**config.mk**
```make
export PLATFORM = sky130hd
export DESIGN_NAME = fp_align_add
export DESIGN_NICKNAME = d
export VERILOG_FILES = /design/src/rtl/fp_pkg.sv /design/src/rtl/fp_align_shifter.sv /design/src/rtl/fp_align_add.sv
export SDC_FILE = /design/constraint.sdc
export NUM_CORES = 1
export LEC_CHECK = 0
export ABC_AREA = 1
export ABC_CLOCK_PERIOD_IN_PS = 7450
export BUFFER_PORTS_ARGS = -buffer_cell sky130_fd_sc_hd__buf_2
export CAP_MARGIN = 30
export CORE_ASPECT_RATIO = 1.2
export CORE_MARGIN = 1
export CORE_UTILIZATION = 45
export DETAILED_ROUTE_END_ITERATION = 7
export SLEW_MARGIN = 20
export SYNTH_ARGS = -nofsm -noshare
export SYNTH_HDL_FRONTEND = slang
export SYNTH_SLANG_ARGS = --single-unit
export TNS_END_PERCENT = 5
```
**constraint.sdc**
```tcl
create_clock -name clk -period 7.45 [get_ports clk]
set_clock_uncertainty 0.05 [all_clocks]
set_input_delay 0.745 -clock clk [delete_from_list [all_inputs] [get_ports clk]]
set_output_delay 0.745 -clock clk [all_outputs]
set_load 0.01 [all_outputs]
```
**src/rtl/fp_pkg.sv**
```systemverilog
// Shared single-precision FP types and widths for the adder pipeline.
// Operands are unpacked here with exponent-zero values flushed to a zero mantissa.
package fp_pkg;

   localparam int EXP_W = 8;
   localparam int MAN_W = 23;
   localparam int BIAS  = 127;
   localparam int EXT_W = MAN_W + 4;

   typedef struct packed {
      logic             sign;
      logic [EXP_W-1:0] exp;
      logic [MAN_W:0]   mant;
   } fp_unpacked_t;

   typedef logic [EXT_W-1:0] fp_ext_mant_t;

   function automatic fp_unpacked_t unpackFp(input logic [EXP_W+MAN_W:0] raw);
      fp_unpacked_t u;
      u.sign = raw[EXP_W+MAN_W];
      u.exp  = raw[EXP_W+MAN_W-1:MAN_W];
      // No denormal support: exponent zero always means a zero mantissa.
      u.mant = (u.exp == '0) ? '0 : {1'b1, raw[MAN_W-1:0]};
      return u;
   endfunction

endpackage

```
**src/rtl/fp_align_shifter.sv**
```systemverilog
// Right shift of the extended smaller mantissa; shifted-out ones fold into the sticky LSB.
// Shifts of SAT_SH or more leave only the sticky bit.
module fp_align_shifter
   import fp_pkg::*;
#(
   parameter int SAT_SH = 26
) (
   input  fp_ext_mant_t     inVal,
   input  logic [EXP_W-1:0] shiftAmt,
   output fp_ext_mant_t     outVal
);

   localparam logic [EXP_W-1:0] SAT_LIM = EXP_W'(SAT_SH);

   fp_ext_mant_t lostMask;

   always_comb begin
      // NOTE: every output gets a default first so this block can never infer a latch.
      outVal   = '0;
      lostMask = '0;
      if (shiftAmt >= SAT_LIM) begin
         outVal[0] = |inVal;
      end else begin
         lostMask  = ~({EXT_W{1'b1}} << shiftAmt);
         outVal    = inVal >> shiftAmt;
         outVal[0] = outVal[0] | (|(inVal & lostMask));
      end
   end

endmodule

```
**src/rtl/fp_align_add.sv**
```systemverilog
// FP adder front end: stage 1 unpacks, swaps and aligns; stage 2 adds or subtracts.
// Produces an unnormalized magnitude with G/R/S for the downstream normalize/round stage.
module fp_align_add
   import fp_pkg::*;
#(
   parameter int SAT_SH = 26
) (
   input  logic                 clk,
   input  logic                 reset,
   input  logic                 in_valid,
   output logic                 in_ready,
   input  logic [EXP_W+MAN_W:0] op_a,
   input  logic [EXP_W+MAN_W:0] op_b,
   output logic                 out_valid,
   input  logic                 out_ready,
   output logic [MAN_W:0]       aligned_result,
   output logic                 guard_bit,
   output logic                 round_bit,
   output logic                 sticky_bit,
   output logic [EXP_W-1:0]     exponent_out,
   output logic                 aligned_sign,
   output logic                 exp_overflow
);

   fp_unpacked_t     unpA, unpB;
   logic             aIsL, signL;
   logic [MAN_W:0]   mantL, mantS;
   logic [EXP_W-1:0] expL, expS, expDiff;
   fp_ext_mant_t     alignedS;

   logic             s1Valid, s1Sign, s1EffSub, s2Load;
   fp_ext_mant_t     s1L, s1S;
   logic [EXP_W-1:0] s1Exp;

   assign unpA    = unpackFp(op_a);
   assign unpB    = unpackFp(op_b);
   assign aIsL    = {unpA.exp, unpA.mant} >= {unpB.exp, unpB.mant};
   assign mantL   = aIsL ? unpA.mant : unpB.mant;
   assign mantS   = aIsL ? unpB.mant : unpA.mant;
   assign expL    = aIsL ? unpA.exp  : unpB.exp;
   assign expS    = aIsL ? unpB.exp  : unpA.exp;
   assign signL   = aIsL ? unpA.sign : unpB.sign;
   assign expDiff = expL - expS;

   fp_align_shifter #(.SAT_SH(SAT_SH)) uShift (
      .inVal    ({mantS, 3'b000}),
      .shiftAmt (expDiff),
      .outVal   (alignedS)
   );

   assign s2Load   = !out_valid || out_ready;
   assign in_ready = !s1Valid || s2Load;

   always_ff @(posedge clk) begin
      // NOTE: state uses <= so both stages see pre-edge values and shift together.
      if (reset) begin
         s1Valid  <= 1'b0;
         s1L      <= '0;
         s1S      <= '0;
         s1Exp    <= '0;
         s1Sign   <= 1'b0;
         s1EffSub <= 1'b0;
      end else if (in_ready) begin
         s1Valid <= in_valid;
         if (in_valid) begin
            s1L      <= {mantL, 3'b000};
            s1S      <= alignedS;
            s1Exp    <= expL;
            s1Sign   <= signL;
            s1EffSub <= unpA.sign ^ unpB.sign;
         end
      end
   end

   logic [EXT_W:0]   sumFull;
   fp_ext_mant_t     diff;
   logic [EXP_W:0]   expInc;
   logic [MAN_W:0]   nxtResult;
   logic [2:0]       nxtGrs;
   logic [EXP_W-1:0] nxtExp;
   logic             nxtSign, nxtOvf;

   assign sumFull = {1'b0, s1L} + {1'b0, s1S};
   assign diff    = s1L - s1S;
   assign expInc  = {1'b0, s1Exp} + 1'b1;

   // Exact-zero subtracts report +0; both-zero inputs fall out of the same rules.
   always_comb begin
      nxtResult = diff[EXT_W-1:3];
      nxtGrs    = diff[2:0];
      nxtExp    = s1Exp;
      nxtSign   = s1Sign;
      nxtOvf    = 1'b0;
      if (s1EffSub) begin
         if (diff == '0) begin
            nxtSign = 1'b0;
            nxtExp  = '0;
         end
      end else if (sumFull[EXT_W]) begin
         nxtResult = sumFull[EXT_W:4];
         nxtGrs    = {sumFull[3], sumFull[2], sumFull[1] | sumFull[0]};
         if (expInc >= {1'b0, {EXP_W{1'b1}}}) begin
            nxtOvf = 1'b1;
            nxtExp = '1;
         end else begin
            nxtExp = expInc[EXP_W-1:0];
         end
      end else begin
         nxtResult = sumFull[EXT_W-1:3];
         nxtGrs    = sumFull[2:0];
      end
   end

   always_ff @(posedge clk) begin
      // NOTE: result registers are cleared as well, so the outputs read 0 after reset.
      if (reset) begin
         out_valid      <= 1'b0;
         aligned_result <= '0;
         guard_bit      <= 1'b0;
         round_bit      <= 1'b0;
         sticky_bit     <= 1'b0;
         exponent_out   <= '0;
         aligned_sign   <= 1'b0;
         exp_overflow   <= 1'b0;
      end else if (s2Load) begin
         out_valid <= s1Valid;
         if (s1Valid) begin
            aligned_result <= nxtResult;
            {guard_bit, round_bit, sticky_bit} <= nxtGrs;
            exponent_out   <= nxtExp;
            aligned_sign   <= nxtSign;
            exp_overflow   <= nxtOvf;
         end
      end
   end

endmodule
```
# Word level (Yosys, flattened, before mapping)
# Cells that the tools add are included.
dict set report word_totals {
  regBits 100
  inputBits 68
}
dict set report classes {
  add_sub_neg 4
  magnitude_cmp 3
  shift 2
  mux 22
  bitwise_logic 5
  n_reduce_logical 11
}
# op n
set ops {}
lappend ops {{$mux W24} 6}
lappend ops {{$mux W8} 6}
lappend ops {{$ge A32 B32 Y1} 1}
lappend ops {{$add A27 B27 Y28} 1}
lappend ops {{$and A27 B27 Y27} 1}
lappend ops {{$logic_not A27 Y1} 1}
lappend ops {{$not A27 Y27} 1}
lappend ops {{$reduce_or A27 Y1} 1}
lappend ops {{$shl A27 B8 Y27 const A} 1}
lappend ops {{$shr A27 B8 Y27} 1}
lappend ops {{$sub A27 B27 Y27} 1}
lappend ops {{$mux W26} 1}
lappend ops {{$reduce_or A24 Y1} 1}
lappend ops {{$logic_not A8 Y1} 2}
lappend ops {{$add A8 B1 Y9 const B} 1}
lappend ops {{$ge A9 B8 Y1 const B} 1}
lappend ops {{$ge A8 B5 Y1 const B} 1}
lappend ops {{$sub A8 B8 Y8} 1}
lappend ops {{$mux W1} 7}
lappend ops {{$mux W3} 2}
lappend ops {{$reduce_and A2 Y1} 2}
lappend ops {{$logic_not A1 Y1} 2}
lappend ops {{$logic_or A1 B1 Y1} 2}
lappend ops {{$or A1 B1 Y1} 2}
lappend ops {{$xor A1 B1 Y1} 1}

# Logic depth before layout (Yosys ltp)
dict set report depth {
  depth_word 11
  depth_mapped 39
}

# Modules after synthesis
# Synthesis repeated with hierarchy kept, for this count alone.
dict set report unflattened {
  hier_cells 2076
  hier_area_um2 11663.7
}
# module n_inst cells_per_inst area_per_inst_um2 seq_area_each_um2
set by_module_without_submodules {}
lappend by_module_without_submodules {fp_align_add 1 1638 9593.0 2001.9}
lappend by_module_without_submodules {fp_align_shifter 1 438 2070.7 0.0}

# Least setup slack after synthesis
# Ideal clock, no wire load.
dict set report synth_path {
  path_kind {input -> register}
  from {input port op_a[28]}
  to {register s1S[0]}
  setup_time_ns 0.132
  t_arrival_ns 4.287
  setup_slack_ns 2.981
  stages 33
  cell_sequence {inv_1 > nand4_1 > nor2_1 > inv_1 > clkbuf_1 > nand2_1 > inv_1 > ha_1 > a21oi_1 > o21a_1 > nand2_1 > a21oi_4 > nand2_4 > nand2_1 > nand3_2 > ha_1 > inv_1 > nand3_1 > nand3_2 > nand3_1 > nand2_1 > nand2_1 > nor2_4 > buf_6 > nand3_2 > nand2_1 > nor2_1 > o21ai_0 > nand2_1 > nor2_1 > nand3_1 > nand2_1 > a21oi_1}
}
dict set report synth_between {
  elab_chain_cells 11
  elab_cells_between_ends 16
  cone_classes {1 x add/sub; 2 x order compare; 2 x shift; 5 x mux; 3 x bitwise; 3 x reduce/logical}
}
# item line
set synth_lines {}
lappend synth_lines {{start: declaration} fp_align_add.sv:12} ;# input logic [EXP_W+MAN_W:0] op_a,
lappend synth_lines {{$logic_not A8 Y1} fp_pkg.sv:23} ;# u.mant = (u.exp == '0) ? '0 : {1'b1, raw[MAN_W-1:0]};
lappend synth_lines {{$mux W24} fp_pkg.sv:23}
lappend synth_lines {{$ge A32 B32 Y1} fp_align_add.sv:37} ;# assign aIsL = {unpA.exp, unpA.mant} >= {unpB.exp, unpB.mant};
lappend synth_lines {{$mux W8, on equally long branches} {fp_align_add.sv:40, fp_align_add.sv:41}}
lappend synth_lines {{$sub A8 B8 Y8} fp_align_add.sv:43} ;# assign expDiff = expL - expS;
lappend synth_lines {{$shl A27 B8 Y27} fp_align_shifter.sv:24} ;# lostMask = ~({EXT_W{1'b1}} << shiftAmt);
lappend synth_lines {{$not A27 Y27} fp_align_shifter.sv:24}
lappend synth_lines {{$and A27 B27 Y27} fp_align_shifter.sv:26} ;# outVal[0] = outVal[0] | (|(inVal & lostMask));
lappend synth_lines {{$reduce_or A27 Y1} fp_align_shifter.sv:26}
lappend synth_lines {{$or A1 B1 Y1} fp_align_shifter.sv:26}
lappend synth_lines {{$mux W1 (*)} fp_align_shifter.sv:21} ;# if (shiftAmt >= SAT_LIM) begin
lappend synth_lines {{end signal: assignment} fp_align_add.sv:67} ;# s1S <= alignedS;
lappend synth_lines {{end: declaration} fp_align_add.sv:32} ;# fp_ext_mant_t s1L, s1S;
# Mark *: on every way between the ends. The rest lies on a longest branch, timed or not.
# A chain may end at the register's enable or synchronous reset.

# Worst setup path after layout
dict set report layout_path {
  from {input port op_a[27]}
  to {register s1S[0]}
}
# The elaborated chain is that of the path after synthesis.

==> impl_metrics.env <==
export IMPL_slew_violations=0
export IMPL_whs_path_depth=2
export IMPL_grt_use_total=0.308
export IMPL_clock_sinks=100
export IMPL_regToRegStartpoint="s1S[3]"
export IMPL_synthFlopType="dfxtp_1"
export IMPL_p_leak_nw=5.76
export IMPL_overflow=0
export IMPL_synth_top_area_frac=0.189
export IMPL_ys_warn_count=0
export IMPL_synthToLayoutAreaGrowth_pct=8.97
export IMPL_hold_slack_ps=409
export IMPL_worst_endpoint_required_ps=7620
export IMPL_chipHeight_um=170
export IMPL_p_comb_frac=0.499
export IMPL_synth_seq_cells=100
export IMPL_syn_avg_cell_area_um2=5.97
export IMPL_final_hold_viol_count=0
export IMPL_async_flop_share=0
export IMPL_drtPass1Iterations=7
export IMPL_synth_edf_count=0
export IMPL_diodes=0
export IMPL_ios=107
export IMPL_multi_input_area_um2=7310
export IMPL_clockBufferDepth=2
export IMPL_syn_inst=1772
export IMPL_cts_setup_buffers=0
export IMPL_nNetsFinal=1966
export IMPL_ant_nets=0
export IMPL_slew_headroom=0.353
export IMPL_clock_fmax_mhz=166
export IMPL_p_clk_frac=0.209
export IMPL_power_switching_mw=0.954
export IMPL_port_buffers=106
export IMPL_worst_pin_slew_ps=969
export IMPL_critPathLaunchType="input pin"
export IMPL_grt_pass1_vias=10700
export IMPL_drive_gt1_frac=0.100
export IMPL_power_density_nw_per_um2=179
export IMPL_grt_pass1_wl_um=57700
export IMPL_die_width_um=142
export IMPL_die_area_um2=24100
export IMPL_min_to="aligned_result[13]"
export IMPL_dpl_hpwl_um=29400
export IMPL_p_int_mw=1.11
export IMPL_switching_share=0.463
export IMPL_grt_start_max_net_pins=64
export IMPL_routed_wirelength_um=36600
export IMPL_clk_latency_ps=360
export IMPL_wl_per_cell_um=17.2
export IMPL_cts_root_buf="clkbuf_16"
export IMPL_drtIter0Drc=879
export IMPL_reg2regPathDepth=27
export IMPL_drt_vias_per_instance=5.45
export IMPL_yosys_top_cells_area="dfxtp_1, nand2_1, ha_1"
export IMPL_synth_top_area_cell="dfxtp_1"
export IMPL_fillCellCount=2567
export IMPL_floorplan_initialDensity=0.457
export IMPL_cpPeakStageDelay_ps=520
export IMPL_rsz0062_at_grt="no"
export IMPL_cts_tree="yes"
export IMPL_syn_area_um2=10600
export IMPL_critPathArrivalTime_ps=6200
export IMPL_synth_cell_type_count=55
export IMPL_finalCriticalPeriod_ps=6030
export IMPL_p_seq_frac=0.292
export IMPL_numCtsBuffers=9
export IMPL_synth_nets=1924
export IMPL_min_path_type="flop to flop"
export IMPL_fin_crit_sh=0.809
export IMPL_worstSetupPathType="input pin to flop"
export IMPL_core_um2=23100
export IMPL_status="complete, no violations"
export IMPL_crit_slowest_cell="inv_1"
export IMPL_hp_start="aligned_result[13]"
export IMPL_h_tree_depth=3
export IMPL_critPathMaxFanout=25
export IMPL_antenna_found_initial=0
export IMPL_place_congestion=0.953
export IMPL_setup_viol=0
export IMPL_seq_area_frac_synth=0.189
export IMPL_seqCellArea_um2=2000
export IMPL_route_detailed_drc=0
export IMPL_num_vias=11600
export IMPL_cts_resized=0
export IMPL_setup_worst_path_end_class="flop"
export IMPL_row_count=61
export IMPL_rrSetupSlack_ps=3520
export IMPL_cts_hold_buffers=0
export IMPL_irDropWorstVdd_uv=110
export IMPL_clkTransAtPathRegs_ps=70
export IMPL_crit_top_cell="nand2_1"
export IMPL_max_cap_violations=0
export IMPL_rr_endpoint="exponent_out[1]"
export IMPL_tns_ps=0
==> layer usage <==
metal / GRT usage / vias to the layer above / share of wire
met5: 0 / - / 0
met1: 0.380 / 5324 / 0.44
li1: - / 5903 / -
met3: 0.0295 / 56 / 0.040
met4: 0.101 / 0 / 0.027
met2: 0.555 / 332 / 0.49
==> how the worst max path moves through the flow <==
stage	to	slack (ps)	from	depth (start not counted)
after detailed placement	s1S[0]	1120	op_a[28]	34
final	s1S[0]	1420	op_a[27]	34
after global routing	s1S[0]	680	op_a[26]	39
after CTS	s1S[0]	1480	op_a[28]	34
after floorplan	s1S[0]	2980	op_a[28]	33
after global placement	s1S[0]	1150	op_a[29]	35
==> cells in the mapped netlist, types with 6 or more instances <==
cell type  instances
nand2_1          495
inv_1            219
a21oi_1          174
o21ai_0          134
nor2_1           107
dfxtp_1          100
nand3_1           97
ha_1              83
clkbuf_1          67
xor2_1            52
nand4_1           27
o21ai_1           25
a31oi_1           24
o211ai_1          19
buf_2             12
nor3_1             9
o2111ai_1          9
buf_1              8
inv_2              8
nand2_2            7
nand3_2            7
o221ai_1           7
o21bai_1           6
==> sequential cells by signal (all words and copies together), names as in the netlist <==
register and flops:
exp_overflow 1, sticky_bit 1, s1EffSub 1, guard_bit 1
aligned_result 24, exponent_out 8, s1Exp 8, s1S 27
s1Sign 1, round_bit 1, s1Valid 1, s1L 24
aligned_sign 1, out_valid 1
==> logic make-up after synthesis <==
kind of cell / after synthesis / synth area share
AO/OA/AOI/OAI: 433 / 0.232
XOR/XNOR: 54 / 0.0454
adder cells (fa/ha/maj): 84 / 0.100
buffers and inverters: 325 / 0.120
flip-flops: 100 / 0.189
multiplexers: 5 / 0.00473
AND/OR/NAND/NOR: 771 / 0.309
==> placed cells by master, fill, tap and decap left out, types with 24 or more instances in the layout <==
cell,count
o21ai_0,134
buf_2,106
ha_1,83
inv_1,219
a21oi_1,174
nand2_1,494
a31oi_1,24
nand3_1,97
o21ai_1,25
xor2_1,52
nand4_1,27
dfxtp_1,100
nor2_1,107
==> area by class of cell <==
type                       instances  share of cell area
sequential                       100               0.174
tap                              315              0.0342
multi-input combinational       1347               0.634
clock buffer                      11              0.0211
timing repair buffer             123              0.0595
inverter                         233              0.0761
clock inverter                     2             0.00119
==> metrics by stage <==
stage               std cells  worst slack, ps  power (mW)  area (µm²)  utilization
floorplan                1772             2980        1.34       10600            -
detailed placement       2117             1120        1.62       11200        0.486
global placement         2116             1150        1.62       11200        0.485
global route             2131              684        2.21       11500        0.498
CTS                      2130             1480        2.05       11500        0.497
finish                   2131             1420        2.06       11500        0.498
==> worst max-delay path, delay by kind of cell <==
family	cells	cell delay, ps
and+or+nand+nor	22	3010
AOI/OAI and AO/OA	4	610
buffers and inverters	6	1340
adders and majority gates	2	490
==> power groups by stage <==
stage / combinational, mW / sequential [mW] / clock (mW)
floorplan: 0.737 / 0.603 / 0
global placement: 1.01 / 0.614 / 0
detailed placement: 1.01 / 0.615 / 0
CTS: 1.01 / 0.603 / 0.440
global route: 1.14 / 0.606 / 0.458
finish: 1.03 / 0.602 / 0.430
No activity file was read; power rests on OpenSTA's default activity.
